File: src/rtl/bus_sequencer.sv
// Hardwired control FSM for the 16-bit single-bus datapath.
// Moore strobe decode; mdr_latch also follows mem_ready during read waits.
module bus_sequencer #(
  parameter int WAIT_LIMIT = 255,
  parameter int CNT_W      = 8
) (
  input  logic        clk,
  input  logic        reset,
  input  logic [15:0] ir,
  input  logic [2:0]  psw,
  input  logic        mem_ready,
  output logic [7:0]  reg_enable,
  output logic [7:0]  reg_latch,
  output logic        pc_enable,
  output logic        pc_latch,
  output logic        pc_inc,
  output logic        mar_latch,
  output logic        mdr_latch,
  output logic        mdr_enable,
  output logic        ir_latch,
  output logic        y_latch,
  output logic        z_latch,
  output logic        z_enable,
  output logic        mem_read,
  output logic        mem_write,
  output logic [2:0]  alu_control,
  output logic        halted,
  output logic        fault
);

  typedef enum logic [3:0] {
    S_FETCH0, S_FETCH1, S_FETCH2, S_DECODE,
    S_ALU1, S_ALU2, S_ALU3,
    S_LD1, S_LD2, S_LD3,
    S_ST1, S_ST2, S_ST3,
    S_BR1, S_HALT, S_FAULT
  } state_t;

  state_t           state_q, state_d;
  logic [CNT_W-1:0] cnt_q, cnt_d;

  logic [3:0] op;
  logic [2:0] rd, rs;
  logic [1:0] cond;
  logic       waiting, expired, taken;
  logic [2:0] alu_op;

  assign op   = ir[15:12];
  assign cond = ir[11:10];
  assign rd   = ir[10:8];
  assign rs   = ir[7:5];

  assign waiting = (state_q == S_FETCH1) ||
                   (state_q == S_LD2) ||
                   (state_q == S_ST3);
  assign expired = waiting && !mem_ready &&
                   (cnt_q == CNT_W'(WAIT_LIMIT - 1));

  always_comb begin
    taken = 1'b0;
    unique case (cond)
      2'b00: taken = 1'b1;
      2'b01: taken = psw[0];
      2'b10: taken = psw[1];
      2'b11: taken = !psw[0];
      default: taken = 1'b0;
    endcase
  end

  always_comb begin
    alu_op = 3'b000;
    unique case (op)
      4'd1:    alu_op = 3'b001;
      4'd2:    alu_op = 3'b011;
      4'd3:    alu_op = 3'b100;
      4'd4:    alu_op = 3'b101;
      4'd5:    alu_op = 3'b110;
      default: alu_op = 3'b000;
    endcase
  end

  always_ff @(posedge clk) begin
    if (reset) begin
      state_q <= S_FETCH0;
      cnt_q   <= '0;
    end else begin
      state_q <= state_d;
      cnt_q   <= cnt_d;
    end
  end

  // Counter idles at zero, so every wait state starts from a clean count.
  assign cnt_d = (waiting && !mem_ready) ? cnt_q + 1'b1 : '0;

  always_comb begin
    state_d = state_q;
    unique case (state_q)
      S_FETCH0: state_d = S_FETCH1;
      S_FETCH1: begin
        if (mem_ready)    state_d = S_FETCH2;
        else if (expired) state_d = S_FAULT;
      end
      S_FETCH2: state_d = S_DECODE;
      S_DECODE: begin
        unique case (1'b1)
          op < 4'd6:   state_d = S_ALU1;
          op == 4'd6:  state_d = S_LD1;
          op == 4'd7:  state_d = S_ST1;
          op == 4'd8:  state_d = taken ? S_BR1 : S_FETCH0;
          op == 4'd15: state_d = S_HALT;
          default:     state_d = S_FETCH0;
        endcase
      end
      S_ALU1: state_d = S_ALU2;
      S_ALU2: state_d = S_ALU3;
      S_ALU3: state_d = S_FETCH0;
      S_LD1:  state_d = S_LD2;
      S_LD2: begin
        if (mem_ready)    state_d = S_LD3;
        else if (expired) state_d = S_FAULT;
      end
      S_LD3:  state_d = S_FETCH0;
      S_ST1:  state_d = S_ST2;
      S_ST2:  state_d = S_ST3;
      S_ST3: begin
        if (mem_ready)    state_d = S_FETCH0;
        else if (expired) state_d = S_FAULT;
      end
      S_BR1:   state_d = S_FETCH0;
      S_HALT:  state_d = S_HALT;
      S_FAULT: state_d = S_FAULT;
      default: state_d = S_FETCH0;
    endcase
  end

  always_comb begin
    reg_enable  = '0;
    reg_latch   = '0;
    pc_enable   = 1'b0;
    pc_latch    = 1'b0;
    pc_inc      = 1'b0;
    mar_latch   = 1'b0;
    mdr_latch   = 1'b0;
    mdr_enable  = 1'b0;
    ir_latch    = 1'b0;
    y_latch     = 1'b0;
    z_latch     = 1'b0;
    z_enable    = 1'b0;
    mem_read    = 1'b0;
    mem_write   = 1'b0;
    alu_control = 3'b000;
    halted      = 1'b0;
    fault       = 1'b0;
    if (!reset) begin
      unique case (state_q)
        S_FETCH0: begin
          pc_enable = 1'b1;
          mar_latch = 1'b1;
        end
        S_FETCH1, S_LD2: begin
          mem_read  = 1'b1;
          mdr_latch = mem_ready;
        end
        S_FETCH2: begin
          mdr_enable = 1'b1;
          ir_latch   = 1'b1;
          pc_inc     = 1'b1;
        end
        S_ALU1: begin
          reg_enable = 8'b1 << rs;
          y_latch    = 1'b1;
        end
        S_ALU2: begin
          reg_enable  = 8'b1 << rd;
          z_latch     = 1'b1;
          alu_control = alu_op;
        end
        S_ALU3: begin
          z_enable  = 1'b1;
          reg_latch = 8'b1 << rd;
        end
        S_LD1, S_ST1: begin
          reg_enable = 8'b1 << rs;
          mar_latch  = 1'b1;
        end
        S_LD3: begin
          mdr_enable = 1'b1;
          reg_latch  = 8'b1 << rd;
        end
        S_ST2: begin
          reg_enable = 8'b1 << rd;
          mdr_latch  = 1'b1;
        end
        S_ST3: mem_write = 1'b1;
        S_BR1: begin
          reg_enable = 8'b1 << rs;
          pc_latch   = 1'b1;
        end
        S_HALT: halted = 1'b1;
        S_FAULT: begin
          halted = 1'b1;
          fault  = 1'b1;
        end
        default: ;
      endcase
    end
  end

endmodule

File: config.mk
export PLATFORM = sky130hd
export DESIGN_NAME = bus_sequencer
export DESIGN_NICKNAME = d
export VERILOG_FILES = /design/src/rtl/bus_sequencer.sv
export SDC_FILE = /design/constraint.sdc
export NUM_CORES = 1
export LEC_CHECK = 0
export ABC_AREA = 1
export CAP_MARGIN = 20
export CELL_PAD_IN_SITES_DETAIL_PLACEMENT = 1
export CELL_PAD_IN_SITES_GLOBAL_PLACEMENT = 2
export CORE_UTILIZATION = 18
export CTS_CLUSTER_SIZE = 40
export DETAILED_ROUTE_END_ITERATION = 16
export PLACE_DENSITY_LB_ADDON = 0.1
export SLEW_MARGIN = 20
export SYNTH_ARGS = -nofsm -noshare
export SYNTH_HDL_FRONTEND = slang
export SYNTH_SLANG_ARGS = --single-unit
File: constraint.sdc
create_clock -name clk -period 2.05 [get_ports clk]
set_clock_uncertainty 0.2 [all_clocks]
set_input_delay 0.41 -clock clk [delete_from_list [all_inputs] [get_ports clk]]
set_output_delay 0.41 -clock clk [all_outputs]
set_load 0.02 [all_outputs]
==> results_dict.tcl, run 1 <==
set metrics [dict create \
    drv_slew 0 \
    clk_pin_slew_ps 50 \
    syn_nets 245 \
    clockBufferDepth 2 \
    status "complete, but fails checks" \
    crit_family "simple AND/OR/NAND/NOR gates" \
    crit_arrival_ps 1480 \
    nets 348 \
    slowest_delay_ps 450 \
    irDropWorstVdd_v 0.000329 \
    ys_seq_area_frac 0.207 \
    via_per_inst 4.34 \
    portBuffers 48 \
    crit_fanout 6 \
    relSlewSlack 0.698 \
    synth_cell_type_count 22 \
    firstDrtPassIters 4 \
    ys_warn_count 0 \
    hold_viol 0 \
    numCtsBuffers 3 \
    period_minus_slack_ps 2090 \
    gp_congestion 0.815 \
    grt_pass1_wl_um 7440 \
    path_buf_inv 2 \
    syn_to_final_growth_pct 111 \
    ant_nets 0 \
    grt_pass1_vias 1632 \
    power.density_nw_per_um2 386 \
    antenna_found_initial 0 \
    final_common_cell "buf_4" \
    worstSetupPathType "flip-flop to output port" \
    die_x_um 82.2 \
    min_period_over_period 1.02 \
    synth-seq-cells 12 \
    die_y_um 82.2 \
    vias 1728 \
    finalInstanceArea_um2 2440 \
    drt_iter0_markers 42 \
    synth.cell_area_um2 1160 \
    start_util 0.191 \
    grt_util_all_layers 0.142 \
    power.leakage_nw 1.20 \
    drc 0 \
    num_rows 28 \
    failed_checks "negative setup slack" \
    cp-start-kind "flip-flop" \
    drive_above_1_share 0.477 \
    syn_inst 221 \
    dp_hpwl_um 3840 \
    worst_slack_ps -37.3 \
    die_area_um2 6760 \
    min_path_type "flip-flop to flip-flop" \
    place_inst 386 \
    avgSynthCellArea_um2 5.24 \
    rsz0062_at_grt "yes" \
    clock.fmax_mhz 479 \
    final_cell_mix "58 x buf_4, 54 x nand2_1, 36 x nor2_1" \
    tightestPinTransition_ps 450 \
    final_cells 398 \
    ctsHoldBuffers 0 \
    cp.required_ps 1440 \
    wire_per_inst_um 12.9 \
    clock-sinks 12 \
    grt_start_max_net_pins 9 \
    coreArea_um2 6060 \
    place_ws_ps -683 \
    crit_path_top_delay_cell "dfxtp_4" \
    finalSetupViolCount 10 \
    num_antenna_cells 0 \
    dpl_cell_area_um2 2060 \
    root_buffer "clkbuf_8" \
    maxCapViolations 0 \
    wirelength_um 5130 \
    critPathCaptureType "output port" \
    overflow 0 \
    ios 55 \
    cp_cell_sequence "inv_4 > nand2_4 > nor2_4 > nor2_4 > nand3_4 > nand2_4 > o22ai_2 > buf_4" \
    htreeDepth 1 \
    cts_tree "built" \
    clk_latency_ps 240 \
]
stage by stage:
step	utilization	hold slack (ps)	TNS, ps	power, mW
final	0.403	281	-265	0.942
after global routing	0.403	314	-1420	0.999
after CTS	0.350	292	-435	0.872
after detailed placement	0.339	274	-20210	0.568
after global placement	0.339	256	-20060	0.569
after floorplan	-	230	0	0.390
power by group:
| group | total (mW) | switching [mW] | internal [mW] |
|---|---|---|---|
| Clock | 0.251 | 0.0815 | 0.169 |
| Sequential | 0.276 | 0.0328 | 0.243 |
| Combinational | 0.415 | 0.215 | 0.200 |
layer usage:
layer  vias up  GRT usage  share of wire
met3         0     0.0176          0.035
met5         -          0              0
li1        904          -              -
met4         0     0.0263              0
met2        35      0.255           0.52
met1       789      0.182           0.45
worst register-to-register path: stages, from the launching register on:
cell	delay [ps]
dfxtp_4	380
buf_6	130
nor2_4	130
nand2_2	100
buf_6	120
buf_4	110
buf_4	120
buf_4	120
buf_4	120
nand2_2	50
o21ai_2	60
nand3_1	90
nand2_1	70
inv_1	50
final cells by class:
class	count	area, µm²
Tap cell	75	93.8
Fill cell	790	3620
Multi-Input combinational cell	176	1100
Sequential cell	12	255
Inverter	30	130
Clock buffer	4	55.1
Timing Repair Buffer	101	802
path summary, 6_finish.rpt:
check | from | end | slack, ps | depth (start not counted)
max | state_q[0]$_SDFF_PP0_ | reg_enable[1] | -40 | 8
min | cnt_q[0]$_SDFF_PP0_ | cnt_q[0]$_SDFF_PP0_ | 280 | 1
max reg2reg | state_q[2]$_SDFF_PP0_ | state_q[1]$_SDFF_PP0_ | 150 | 13
min reg2reg | cnt_q[0]$_SDFF_PP0_ | cnt_q[0]$_SDFF_PP0_ | 280 | 1
cells in the mapped netlist:
cell type  count  area share
and3_1         2       0.011
or2_2          1      0.0054
buf_1          1      0.0032
buf_4          1      0.0065
nor2_2         1      0.0054
nand3_1       15       0.065
nor3_1         4       0.017
clkbuf_1       1      0.0032
xor2_1         4       0.030
nand2_1       69        0.22
inv_1         30       0.097
a21oi_2        1      0.0076
o21ai_0        4       0.017
nand4_1        1      0.0054
a21oi_1        8       0.035
dfxtp_1       12        0.21
nor4_1         1      0.0054
ha_1           2       0.022
o22ai_1        9       0.049
a211oi_1       1      0.0065
nand2_2        3       0.016
nor2_1        50        0.16
flip-flops by register name (all words and copies together), names as in the netlist:
signal,cells
cnt_q,8
state_q,4
timing repair:
action	CTS	global route
pin swaps	4	16
endpoints found under the setup margin	33	22
gates resized for setup	192	80
setup buffers	5	5
cell families (layout without fill, tap and decap cells):
logic type | Yosys count | after routing | share of synthesized area
xor+xnor | 4 | 4 | 0.0302
fa+ha+maj | 2 | 2 | 0.0216
buf+inv | 33 | 135 | 0.110
flops | 12 | 12 | 0.207
compound gates | 23 | 23 | 0.114
simple gates | 147 | 147 | 0.516
(Power assumes the default switching activity.)
==> run 2, diff against run 1 <==
- CORE_MARGIN: not set -> 3
==> run 2 against run 1 <==
The run still ends with negative setup slack left; final cell count is 1.0% higher; sequential cell count stayed put; clock power hardly changed; hold slack worse by 14 ps; die area is 10% higher; sequential share of layout area is 0.13 points lower; via count is 1.4% lower; maximum frequency is 1.6% lower; sequential power is 5% lower; critical path depth is 2 lower.
==> results_dict.tcl, run 2 (synthesis results as in run 1) <==
set metrics [dict create \
    cp.required_ps 1440 \
    final_common_cell "nand2_1" \
    finalInstanceArea_um2 2450 \
    coreArea_um2 6060 \
    clk_latency_ps 240 \
    crit_path_top_delay_cell "dfxtp_4" \
    status "complete, but fails checks" \
    drt_iter0_markers 35 \
    power.leakage_nw 1.19 \
    path_buf_inv 1 \
    grt_pass1_wl_um 7990 \
    via_per_inst 4.24 \
    worst_slack_ps -72.0 \
    tightestPinTransition_ps 293 \
    gp_congestion 0.820 \
    reg.largest.list "cnt_q x8, state_q x4" \
    ant_nets 0 \
    die_area_um2 7440 \
    maxCapViolations 0 \
    grt_start_max_net_pins 9 \
    path_common_cell "nand3_4" \
    critPathCaptureType "output port" \
    dpl_cell_area_um2 2120 \
    firstDrtPassIters 4 \
    antenna_found_initial 0 \
    crit_family "simple AND/OR/NAND/NOR gates" \
    grt_pass1_vias 1753 \
    drc 0 \
    power.density_nw_per_um2 363 \
    top_register "cnt_q" \
    largest_register_ffs 8 \
    num_antenna_cells 0 \
    rsz0062_at_grt "yes" \
    relSlewSlack 0.803 \
    die_x_um 86.2 \
    syn_to_final_growth_pct 111 \
    final_cell_mix "58 x nand2_1, 55 x buf_4, 34 x nor2_1" \
    place_ws_ps -716 \
    drv_slew 0 \
    period_minus_slack_ps 2120 \
    failed_checks "negative setup slack" \
    num_rows 28 \
    min_path_type "flip-flop to flip-flop" \
    worstHoldStart "cnt_q[0]$_SDFF_PP0_" \
    worstSetupPathType "flip-flop to output port" \
    grt_util_all_layers 0.129 \
    r2r_end "state_q[0]$_SDFF_PP0_" \
    clockBufferDepth 2 \
    clock.fmax_mhz 471 \
    crit_arrival_ps 1510 \
    drive_above_1_share 0.468 \
    die_y_um 86.2 \
    numCtsBuffers 3 \
    clk_pin_slew_ps 50 \
    cp_cell_sequence "nor2_2 > nand2_2 > nand3_4 > nand3_4 > o22ai_4 > buf_6" \
    r2r-start "state_q[0]$_SDFF_PP0_" \
    wire_per_inst_um 12.3 \
    ios 55 \
    start_util 0.191 \
    r2r_slack_ps 360 \
    hold_viol 0 \
    finalSetupTns_ps -463 \
    finalSetupViolCount 10 \
    crit_fanout 6 \
    min_delay_path_depth 1 \
    rr_worst_depth 10 \
    vias 1704 \
    min_period_over_period 1.04 \
    root_buffer "clkbuf_8" \
    cp-start-kind "flip-flop" \
    slowest_delay_ps 380 \
    clock-sinks 12 \
    hold_end "cnt_q[0]$_SDFF_PP0_" \
    irDropWorstVdd_v 0.000444 \
    wirelength_um 4930 \
    nets 352 \
    htreeDepth 1 \
    overflow 0 \
    portBuffers 48 \
    dp_hpwl_um 4040 \
    cts_tree "built" \
]
run 2: cell types whose count changed in the layout (fill, tap and decap cells not counted), sizes merged:
| cell | delta |
|---|---|
| clkbuf | -1 |
| clkdlybuf4s15 | +2 |
| dlygate4sd2 | -1 |
| buf | +4 |
run 2: layout make-up:
cell class              count  area [µm²]
clock buffers               4        55.1
fillers                   790        3610
inverters                  30         113
multi-input cells         176        1070
flip-flops and latches     12         253
well taps                  75        93.8
repair buffers            105         866
run 2: routing by layer:
layer  vias up  track usage  routed length, µm
met1       764        0.168               2270
met4         0       0.0127                 17
met2        31        0.235               2430
li1        907            -                  -
met5         -            0                  0
met3         2       0.0171                209
run 2: how the worst max path moves through the flow:
stage	startpoint	to	cells after the start
2_1_floorplan	state_q[3]$_SDFF_PP0_	mdr_latch	6
3_3_place_gp	reset	reg_enable[6]	5
3_5_place_dp	reset	reg_enable[5]	5
4_1_cts	state_q[0]$_SDFF_PP0_	reg_enable[4]	6
5_1_grt	state_q[0]$_SDFF_PP0_	reg_enable[6]	6
6_report	state_q[0]$_SDFF_PP0_	reg_enable[6]	6
run 2: power by group:
group / internal (mW) / total [mW] / switching [mW]
sequential: 0.244 / 0.263 / 0.0189
clock: 0.169 / 0.254 / 0.0842
combinational: 0.176 / 0.373 / 0.197
run 2: what timing repair did:
action	4_1_cts	5_1_grt
resized for setup	196	64
hold buffers	0	0
pin swaps	11	14
setup buffers	2	4
endpoints found under the setup margin	33	30
endpoints found under the hold margin	0	0
run 2: stage by stage:
step	instances	total power, mW	utilization	hold WS, ps
final	402	0.889	0.404	267
after global routing	402	0.948	0.404	301
after CTS	400	0.860	0.362	274
after detailed placement	394	0.581	0.349	262
after global placement	394	0.581	0.349	255
after floorplan	221	0.390	-	230
==> run 3, diff against run 2 <==
- REMOVE_ABC_BUFFERS: not set -> 1
==> run 3 against run 2 <==
Core utilization fell by 0.35 points; hold slack got worse by 5.5 ps; largest power group unchanged; global-route usage rose by 0.50 points; clock power rose by 4%; the run still ends with negative setup slack left; critical endpoint is now mem_read; die area did not move; non-clock buffer count fell by 8; combinational power barely moved; routed wire length rose by 3.8%.
==> results_dict.tcl, run 3 (synthesis results as in run 1) <==
set metrics [dict create \
    status "complete, but fails checks" \
    failed_checks "negative setup slack" \
    drt_iter0_markers 24 \
    grt_start_max_net_pins 11 \
    rsz0062_at_grt "yes" \
    grt_use_met2 0.231 \
    grt_pass1_wl_um 8210 \
    clockBufferDepth 2 \
    finalInstanceArea_um2 2430 \
    root_buffer "clkbuf_8" \
    drc 0 \
    period_minus_slack_ps 2110 \
    place_inst 386 \
    num_antenna_cells 0 \
    filler_cell_count 790 \
    ant_nets 0 \
    dp_hpwl_um 4040 \
    portBuffers 48 \
    grt_pass1_vias 1764 \
    vias 1712 \
    worstSetupPathType "flip-flop to output port" \
    ctsHoldBuffers 0 \
    met3_usage 0.0143 \
    relSlewSlack 0.774 \
    cp-start-kind "flip-flop" \
    grt-busiest-layer "met2" \
    wirelength_um 5120 \
    via_per_inst 4.35 \
    met1_usage 0.179 \
    power.density_nw_per_um2 372 \
    top_register "cnt_q" \
    final_cells 394 \
    hold_viol 0 \
    largest_register_ffs 8 \
    htreeDepth 1 \
    min_period_over_period 1.03 \
    drv_slew 0 \
    clk_latency_ps 240 \
    firstDrtPassIters 4 \
    final_cell_mix "56 x nand2_1, 45 x buf_4, 34 x nor2_1" \
    clock-sinks 12 \
    power.leakage_nw 1.17 \
    coreArea_um2 6060 \
    antenna_found_initial 0 \
    crit_fanout 4 \
    numCtsBuffers 3 \
    min_path_type "flip-flop to flip-flop" \
    ios 55 \
    overflow 0 \
    reg.largest.list "cnt_q x8, state_q x4" \
    worst_slack_ps -59.7 \
    critPathCaptureType "output port" \
    irDropWorstVdd_v 0.000519 \
    clock.fmax_mhz 474 \
    cts_tree "built" \
    maxCapViolations 0 \
    wire_per_inst_um 13.0 \
    crit_arrival_ps 1500 \
    dpl_cell_area_um2 2070 \
    start_util 0.191 \
    finalSetupViolCount 9 \
    final_common_cell "nand2_1" \
    clk_pin_slew_ps 60 \
    tightestPinTransition_ps 337 \
    num_rows 28 \
    r2r_slack_ps 360 \
    syn_to_final_growth_pct 109 \
    gp_congestion 0.772 \
    drive_above_1_share 0.473 \
    cp.required_ps 1440 \
    die_area_um2 7440 \
    die_x_um 86.2 \
    grt_util_all_layers 0.134 \
    nets 344 \
    die_y_um 86.2 \
]
==> run 3: final cells by class <==
class                   instances  area, µm²  area share
well taps                      75       93.8      0.0387
inverters                      30        125      0.0516
repair buffers                 97        806       0.332
multi-input cells             176       1090       0.450
clock buffers                   4       55.1      0.0227
flip-flops and latches         12        255       0.105
==> run 3: repair_timing <==
action | CTS | global route
cloned | 0 | 0
resized for setup | 210 | 62
buffers inserted | 3 | 3
pin swaps | 10 | 16
endpoints found under the setup margin | 33 | 30
==> run 3: worst max-delay path, stage by stage (launching register included) <==
cell and delay [ps]:
dfxtp_4 370, buf_6 130, nor2_2 150, nand2_2 90
a21oi_2 150, buf_4 120, buf_4 90, buf_2 150
==> run 3: routing by layer <==
layer	wire length, µm	part of all wire
met1	2410	0.47
met2	2520	0.49
met3	165	0.032
met4	30	0.0059
met5	0	0
==> run 3: power breakdown <==
group          leakage (nW)  internal, mW  switching [mW]  total, mW
clock network        0.0288         0.170          0.0944      0.264
logic                  1.04         0.170           0.203      0.374
registers             0.100         0.243          0.0211      0.264
total                  1.17         0.583           0.319      0.901
==> run 3: final timing paths <==
check	cells after the start	start	to
setup / recovery	7	state_q[2]$_SDFF_PP0_	mem_read
hold / removal	1	cnt_q[0]$_SDFF_PP0_	cnt_q[0]$_SDFF_PP0_
setup reg to reg	10	state_q[2]$_SDFF_PP0_	state_q[0]$_SDFF_PP0_
hold reg to reg	1	cnt_q[0]$_SDFF_PP0_	cnt_q[0]$_SDFF_PP0_
==> run 3: through the flow <==
| stage | power (mW) | util | hold slack (ps) | setup WS, ps | TNS (ps) |
|---|---|---|---|---|---|
| finish | 0.901 | 0.400 | 261 | -59.7 | -272 |
| global route | 0.965 | 0.400 | 284 | -148 | -1770 |
| CTS | 0.857 | 0.365 | 270 | -78.1 | -699 |
| detailed placement | 0.577 | 0.341 | 256 | -723 | -20080 |
| global placement | 0.577 | 0.341 | 244 | -709 | -20030 |
| floorplan | 0.384 | - | 230 | 7.13 | 0 |
